**config.mk**
```make
export PLATFORM = sky130hd
export DESIGN_NAME = wb_timer_slave
export DESIGN_NICKNAME = d
export VERILOG_FILES = /design/src/rtl/wb_timer_slave.sv
export SDC_FILE = /design/constraint.sdc
export NUM_CORES = 1
export LEC_CHECK = 0
export ABC_AREA = 1
export CAP_MARGIN = 20
export CORE_AREA = 8 8 118 120
export DETAILED_ROUTE_END_ITERATION = 10
export DIE_AREA = 0 0 126 128
export PLACE_DENSITY_LB_ADDON = 0.12
export SLEW_MARGIN = 20
export SYNTH_ARGS = -nofsm -noshare
export SYNTH_HDL_FRONTEND = slang
export SYNTH_SLANG_ARGS = --single-unit
```
**constraint.sdc**
```tcl
create_clock -name clk -period 1.4 [get_ports clk]
set_input_delay 0.42 -clock clk [delete_from_list [all_inputs] [get_ports clk]]
set_output_delay 0.42 -clock clk [all_outputs]
set_load 0.01 [all_outputs]
```
**src/rtl/wb_timer_slave.sv**
```systemverilog
// wb_timer_slave
//   Wishbone B4 classic slave that bridges the data bus onto the timer's
//   simple register port. It decodes a 16-byte, 4-word window at BASE_ADDR.
//   Each access takes three cycles: latch, access, respond.
//   Partial writes are merged against the timer's current register value.
// Ports
//   clk, rst_n            clock (rising edge), synchronous active-low reset
//   wb_cyc_i/stb_i/we_i   Wishbone cycle, strobe, write enable
//   wb_adr_i/dat_i/sel_i  byte address, write data, byte selects
//   wb_dat_o              read data, valid with wb_ack_o and held until the next read
//   wb_ack_o/err_o        one-cycle normal/error termination
//   reg_we_o/addr_o       timer write strobe and word index (0 ctrl, 1 period, 2 value)
//   reg_din_o             byte-merged timer write data
//   reg_dout_i            timer read data, combinational from reg_addr_o
module wb_timer_slave #(
  parameter int                 ADDR_W    = 32,
  parameter logic [ADDR_W-1:0]  BASE_ADDR = 'h4000_0000
) (
  input  logic              clk,
  input  logic              rst_n,
  input  logic              wb_cyc_i,
  input  logic              wb_stb_i,
  input  logic              wb_we_i,
  input  logic [ADDR_W-1:0] wb_adr_i,
  input  logic [31:0]       wb_dat_i,
  input  logic [3:0]        wb_sel_i,
  output logic [31:0]       wb_dat_o,
  output logic              wb_ack_o,
  output logic              wb_err_o,
  output logic              reg_we_o,
  output logic [1:0]        reg_addr_o,
  output logic [31:0]       reg_din_o,
  input  logic [31:0]       reg_dout_i
);

  typedef enum logic [1:0] {IDLE, ACCESS, RESP} state_e;

  state_e              state_q, state_d;
  logic [ADDR_W-1:0]   adr_q, adr_d;
  logic                we_q, we_d;
  logic [31:0]         dat_q, dat_d;
  logic [3:0]          sel_q, sel_d;
  logic                ack_q, ack_d;
  logic                err_q, err_d;
  logic [31:0]         rdat_q, rdat_d;

  logic [1:0]          idx;
  logic                legal;
  logic [31:0]         merged;

  assign idx   = adr_q[3:2];
  // ctrl and period are writable, value is read-only, and idx 3 is unmapped.
  assign legal = (adr_q[ADDR_W-1:4] == BASE_ADDR[ADDR_W-1:4]) &&
                 (adr_q[1:0] == 2'b00) &&
                 (we_q ? (idx <= 2'd1) : (idx <= 2'd2));

  // Unselected bytes keep the timer's current contents, so sel = 0 rewrites
  // the register with its own value.
  always_comb begin
    merged = reg_dout_i;
    for (int n = 0; n < 4; n++)
      if (sel_q[n]) merged[8*n +: 8] = dat_q[8*n +: 8];
  end

  always_comb begin
    state_d   = state_q;
    adr_d     = adr_q;
    we_d      = we_q;
    dat_d     = dat_q;
    sel_d     = sel_q;
    ack_d     = 1'b0;
    err_d     = 1'b0;
    rdat_d    = rdat_q;
    reg_we_o  = 1'b0;
    reg_din_o = '0;
    case (state_q)
      IDLE: begin
        if (wb_cyc_i && wb_stb_i) begin
          adr_d   = wb_adr_i;
          we_d    = wb_we_i;
          dat_d   = wb_dat_i;
          sel_d   = wb_sel_i;
          state_d = ACCESS;
        end
      end
      ACCESS: begin
        if (!wb_cyc_i) begin
          // The master abandoned the cycle, so the timer is not touched and no termination is sent.
          state_d = IDLE;
        end else begin
          state_d = RESP;
          ack_d   = legal;
          err_d   = !legal;
          if (we_q) reg_din_o = merged;
          if (legal && we_q) reg_we_o = 1'b1;
          if (legal && !we_q) rdat_d = reg_dout_i;
        end
      end
      RESP:    state_d = IDLE;
      default: state_d = IDLE;
    endcase
  end

  always_ff @(posedge clk) begin
    if (!rst_n) begin
      state_q <= IDLE;
      adr_q   <= '0;
      we_q    <= 1'b0;
      dat_q   <= '0;
      sel_q   <= '0;
      ack_q   <= 1'b0;
      err_q   <= 1'b0;
      rdat_q  <= '0;
    end else begin
      state_q <= state_d;
      adr_q   <= adr_d;
      we_q    <= we_d;
      dat_q   <= dat_d;
      sel_q   <= sel_d;
      ack_q   <= ack_d;
      err_q   <= err_d;
      rdat_q  <= rdat_d;
    end
  end

  assign wb_ack_o   = ack_q;
  assign wb_err_o   = err_q;
  assign wb_dat_o   = rdat_q;
  assign reg_addr_o = idx;

endmodule

```
==> Word level (Yosys, flattened, before mapping) <==
Cells that the tools add are included.
Widths: inputs -> output; s select.
{ "word_totals": {"out_inout_bits": 69, "ff_bits": 105} }
{ "op_classes": {"n_mux": 14, "magnitude_cmp": 2, "n_eq_ne": 3, "reduce_logical": 12} }
{ "op_table": {"columns": ["operator", "n"], "rows": [
  ["$mux 32", 3],
  ["$mux 8", 4],
  ["$eq 28x27->1 const B", 1],
  ["$reduce_and 3->1", 2],
  ["$logic_and 1x1->1", 5],
  ["$logic_not 2->1", 2],
  ["$mux 1", 4],
  ["$mux 2", 2],
  ["$pmux 2 s2", 1],
  ["$eq 2x1->1 const B", 1],
  ["$le 2x1->1 const B", 1],
  ["$le 2x2->1 const B", 1],
  ["$logic_not 1->1", 2],
  ["$ne 2x2->1 const B", 1],
  ["$reduce_and 2->1", 1]
]} }

==> Longest topological paths before layout <==
{ "depth": {"depth_word": 7, "depth_mapped": 9, "depth_no_buf": 8} }

==> Worst setup path after synthesis <==
OpenSTA, ideal clock, no wires.
{ "synth_path": {"path_kind": "flip-flop to output port", "from": "register state_q[0]", "to": "output port reg_din_o[0]", "setup_slack_ns": -0.220, "stages_incl_launch_ff": 7, "n_path_buf": 1, "arrival_ns": 1.200, "cell_sequence": "dfxtp_1 inv_2 or2_1 nor2_1 nand2_1 clkbuf_1 nor2_1"} }
{ "synth_via": {"elab_chain_cells": 2} }
{ "synth_lines": {"columns": ["element", "line_no", "rtl"], "rows": [
  ["from (decl)", "38", "state_e state_q, state_d;"],
  ["from (signal assigned)", "115", "state_q <= state_d;"],
  ["$eq 2x1->1", "76", "case (state_q)"],
  ["$mux 32", "76", null],
  ["to (decl)", "32", "output logic [31:0] reg_din_o,"]
]} }
No other way between the ends.

==> Final worst setup path <==
{ "layout_path": {"from": "register state_q[0]", "to": "output port reg_din_o[29]"} }
Same word-level chain as after synthesis.

==> metrics <==
number of buffer cells added on primary ports=173; clock sinks=105; main combinational cell family by area after synthesis=simple AND/OR/NAND/NOR gates; area of the core=12200 um2; Clk pin slew, worst setup/hold paths=0.07 ns; compound-gate portion of the synthesized area=15.4%; Routed wire per std cell=17.0 um; share of total power in the clock network=35.8%; clock latency reported for the late side of the worst-skew pair=0.35 ns; final worst-path cycle share=153%; total overflow reported by the global router=0; maximum number of pins on one net before global-route repair=46; run status=finished, violations left; area of all placed cells without fillers=8340 um2; post-synthesis instance area=4570 um2; mux contribution to synthesized area=0%; CTS tree=built; overall via count from detail_route=5414; internal power=5280 uW; destination of the worst register-to-register timing path=wb_dat_o[27]; violations in the final reports=setup timing; setup slack, reg-to-reg=-0.31 ns; total I/O pin count=174; RR Startpoint=we_q; post-route setup slack=-0.740 ns; flops & latches, synth=105; worst min-delay path class=in2reg; Vert. Die Dim=128 um; Final Slew Violations=0; final setup violating endpoints=67; Avg Inst Size Synth=6.83 um2; xor-xnor portion of the synthesized cell area=0%; number of cells in the finished layout apart from fillers=1069; num rows=41; hold path endpoint=state_q[0]; post-route ant nets=0; largest vdd supply drop=0.000554 V; post-detailed-route via-to-cell ratio=5.06; antenna violations before repair=2; total power per unit cell area=858 nW/um2; utilization after layout=68.3%; total of warnings raised by yosys=0; net switching power=1880 uW; Critical Path End Type=primary output; DRC violations left=0; worst hold path depth=3; cell count after synthesis=670; Critical-path top delay cell=sky130_fd_sc_hd__dfxtp_2; first-pass GRT wire length=26300 um; switching share of total power=26.2%; total instance count after detailed placement=1021; worst path buffer plus inverter count=4; part of the power in registers=44.8%; WS Path Type=reg2out; post-layout power=7160 uW; final worst clock skew=0.00723 ns; portion of the post-synthesis area used by sequential elements=46.0%; Final min period=2.14 ns; worst slew margin relative to its limit=79.2%; Die Footprint=16100 um2; transition at the pin with the smallest max-transition slack=0.312 ns; H-tree depth reported by CTS=3; width of the die=126 um; P&R area growth vs syn=82.4%; power share of the combinational group=19.4%; static leakage power=0.00366 uW; launching element type of the critical path=flop; Arrival @ worst endpoint=1.72 ns; routed wire length=18100 um; total routing usage reported by global routing=20.1%; R2R depth=10; vias in the first global route=5235; maximum clock path buffer count=2; Post-Synthesis Net Count=775; Initial DRC Count=362; filler instances=1027; required time of the critical path=0.98 ns; first drt pass iteration count=5; root cell of the clock tree=sky130_fd_sc_hd__clkbuf_16; Synth Area in Adders=0%; diode count=0; biggest fanout along the worst timing path=6; Hold Vio Cnt, Final=0; Cell Area, Placed=7270 um2; unique cell type count in the Yosys netlist=20; critical path, cell by cell=inv_2, or2_4, nor2_4, buf_12, nand2_8, buf_12, nor2_4, buf_6; start point of the worst hold path=rst_n; fraction of the mapped netlist area in simple logic gates=29.3%; number of buffers inserted during clock tree synthesis=9; post-DP HPWL=11400 um; Post-layout nets=1019; max-cap violations=0; FMAX=467 MHz; largest stage delay on the critical path=0.34 ns; share of final-layout standard cells stronger than drive strength 1=27.7%; dominant delay contributor by cell family on the critical path=simple AND/OR/NAND/NOR gates; GP Congestion=0.857; setup repair after global routing missed its margin=true; effective utilization at floorplan=37.5%
per-stage QoR:
step	worst slack, ns	setup TNS (ns)	hold slack [ns]
4_1_cts	-0.723	-28.94	0.403
5_1_grt	-0.792	-35.89	0.434
3_5_place_dp	-1.17	-88.58	0.468
6_report	-0.740	-31.66	0.422
3_3_place_gp	-1.10	-82.53	0.463
2_1_floorplan	-0.132	-5.85	0.423
sequential cells by signal (all words and copies together), names as in the netlist:
signal,cells
state_q,2
sel_q,4
adr_q,32
wb_err_o,1
wb_ack_o,1
dat_q,32
we_q,1
wb_dat_o,32
worst register-to-register path, stage by stage (launching register included):
cell,delay (ns)
sky130_fd_sc_hd__dfxtp_4,0.39
sky130_fd_sc_hd__o21ai_4,0.18
sky130_fd_sc_hd__nand3_4,0.12
sky130_fd_sc_hd__buf_6,0.14
sky130_fd_sc_hd__buf_6,0.12
sky130_fd_sc_hd__buf_12,0.12
sky130_fd_sc_hd__nor2_4,0.11
sky130_fd_sc_hd__buf_12,0.15
sky130_fd_sc_hd__clkbuf_16,0.16
sky130_fd_sc_hd__a21oi_1,0.07
sky130_fd_sc_hd__nor2_1,0.10
final cells by class:
cell class / count / area [um2] / area share [%]
repair inverters: 2 / 11.3 / 0.135
flip-flops and latches: 105 / 2120 / 25.4
clock buffers: 11 / 243 / 2.91
repair buffers: 283 / 3080 / 36.9
inverters: 44 / 173 / 2.07
multi-input cells: 469 / 2480 / 29.7
well taps: 150 / 188 / 2.25
clock inverters: 5 / 55.1 / 0.660
how the worst max path moves through the flow:
stage | startpoint | to | cells past startpoint
after floorplan | state_q[0] | reg_din_o[0] | 6
after global placement | wb_cyc_i | reg_din_o[27] | 7
after detailed placement | wb_cyc_i | reg_din_o[0] | 7
after CTS | state_q[0] | reg_we_o | 8
after global routing | state_q[0] | reg_din_o[29] | 8
final | state_q[0] | reg_din_o[29] | 8
Yosys cell counts:
cell type | number | share of area [%]
sky130_fd_sc_hd__nor2_1 | 241 | 20
sky130_fd_sc_hd__dfxtp_1 | 105 | 46
sky130_fd_sc_hd__a21oi_1 | 71 | 7.8
sky130_fd_sc_hd__o21ai_0 | 69 | 7.6
sky130_fd_sc_hd__nand2_1 | 44 | 3.6
sky130_fd_sc_hd__inv_1 | 41 | 3.4
sky130_fd_sc_hd__clkbuf_1 | 38 | 3.1
sky130_fd_sc_hd__nand4_1 | 32 | 4.4
sky130_fd_sc_hd__buf_2 | 7 | 0.77
sky130_fd_sc_hd__buf_6 | 6 | 1.5
sky130_fd_sc_hd__inv_2 | 3 | 0.25
sky130_fd_sc_hd__nor3_1 | 3 | 0.33
sky130_fd_sc_hd__buf_4 | 2 | 0.33
sky130_fd_sc_hd__nand3_1 | 2 | 0.22
sky130_fd_sc_hd__nor2_2 | 1 | 0.14
sky130_fd_sc_hd__nor3_2 | 1 | 0.22
sky130_fd_sc_hd__nor3_4 | 1 | 0.36
sky130_fd_sc_hd__o21ai_1 | 1 | 0.11
sky130_fd_sc_hd__or2_0 | 1 | 0.14
sky130_fd_sc_hd__or2_1 | 1 | 0.14
layout by cell type, fill, tap and decap left out, types with 8 or more instances in the layout:
cell	n
sky130_fd_sc_hd__o21ai_0	68
sky130_fd_sc_hd__clkdlybuf4s50_1	101
sky130_fd_sc_hd__buf_12	22
sky130_fd_sc_hd__a21oi_1	62
sky130_fd_sc_hd__nand2_1	38
sky130_fd_sc_hd__dfxtp_1	94
sky130_fd_sc_hd__nand4_1	32
sky130_fd_sc_hd__dfxtp_2	10
sky130_fd_sc_hd__nor2_2	8
sky130_fd_sc_hd__a21oi_2	8
sky130_fd_sc_hd__nor2_4	36
sky130_fd_sc_hd__clkdlybuf4s15_1	17
sky130_fd_sc_hd__clkbuf_16	17
sky130_fd_sc_hd__nor2_1	198
sky130_fd_sc_hd__dlygate4sd2_1	11
sky130_fd_sc_hd__inv_1	37
sky130_fd_sc_hd__buf_4	61
sky130_fd_sc_hd__buf_6	45
metal layers:
| metal | vias to the layer above | global-route usage (%) | share of wire, % |
|---|---|---|---|
| met2 | 210 | 33.9 | 47 |
| li1 | 2641 | - | - |
| met5 | - | 0 | 0.17 |
| met3 | 27 | 4.83 | 7.4 |
| met1 | 2532 | 24.7 | 44 |
| met4 | 4 | 6.58 | 1.7 |
logic make-up after synthesis:
group	count (synthesis)
buffers and inverters	97
AO/OA/AOI/OAI	141
flip-flops	105
AND/OR/NAND/NOR	327
power by group through the flow:
stage | sequential [uW] | clock, uW | combinational (uW)
2_1_floorplan | 3240 | 0 | 554
3_3_place_gp | 3260 | 0 | 1190
3_5_place_dp | 3260 | 0 | 1210
4_1_cts | 3200 | 2590 | 1250
5_1_grt | 3220 | 2720 | 1510
6_report | 3210 | 2560 | 1390
timing repair:
action,in CTS,in global routing
hold buffers,0,0
pin swaps,4,16
gates cloned,4,14
resized for setup,234,92
buffers inserted,7,12
setup endpoints to repair,172,159
No activity file was read; power rests on OpenSTA's default activity.
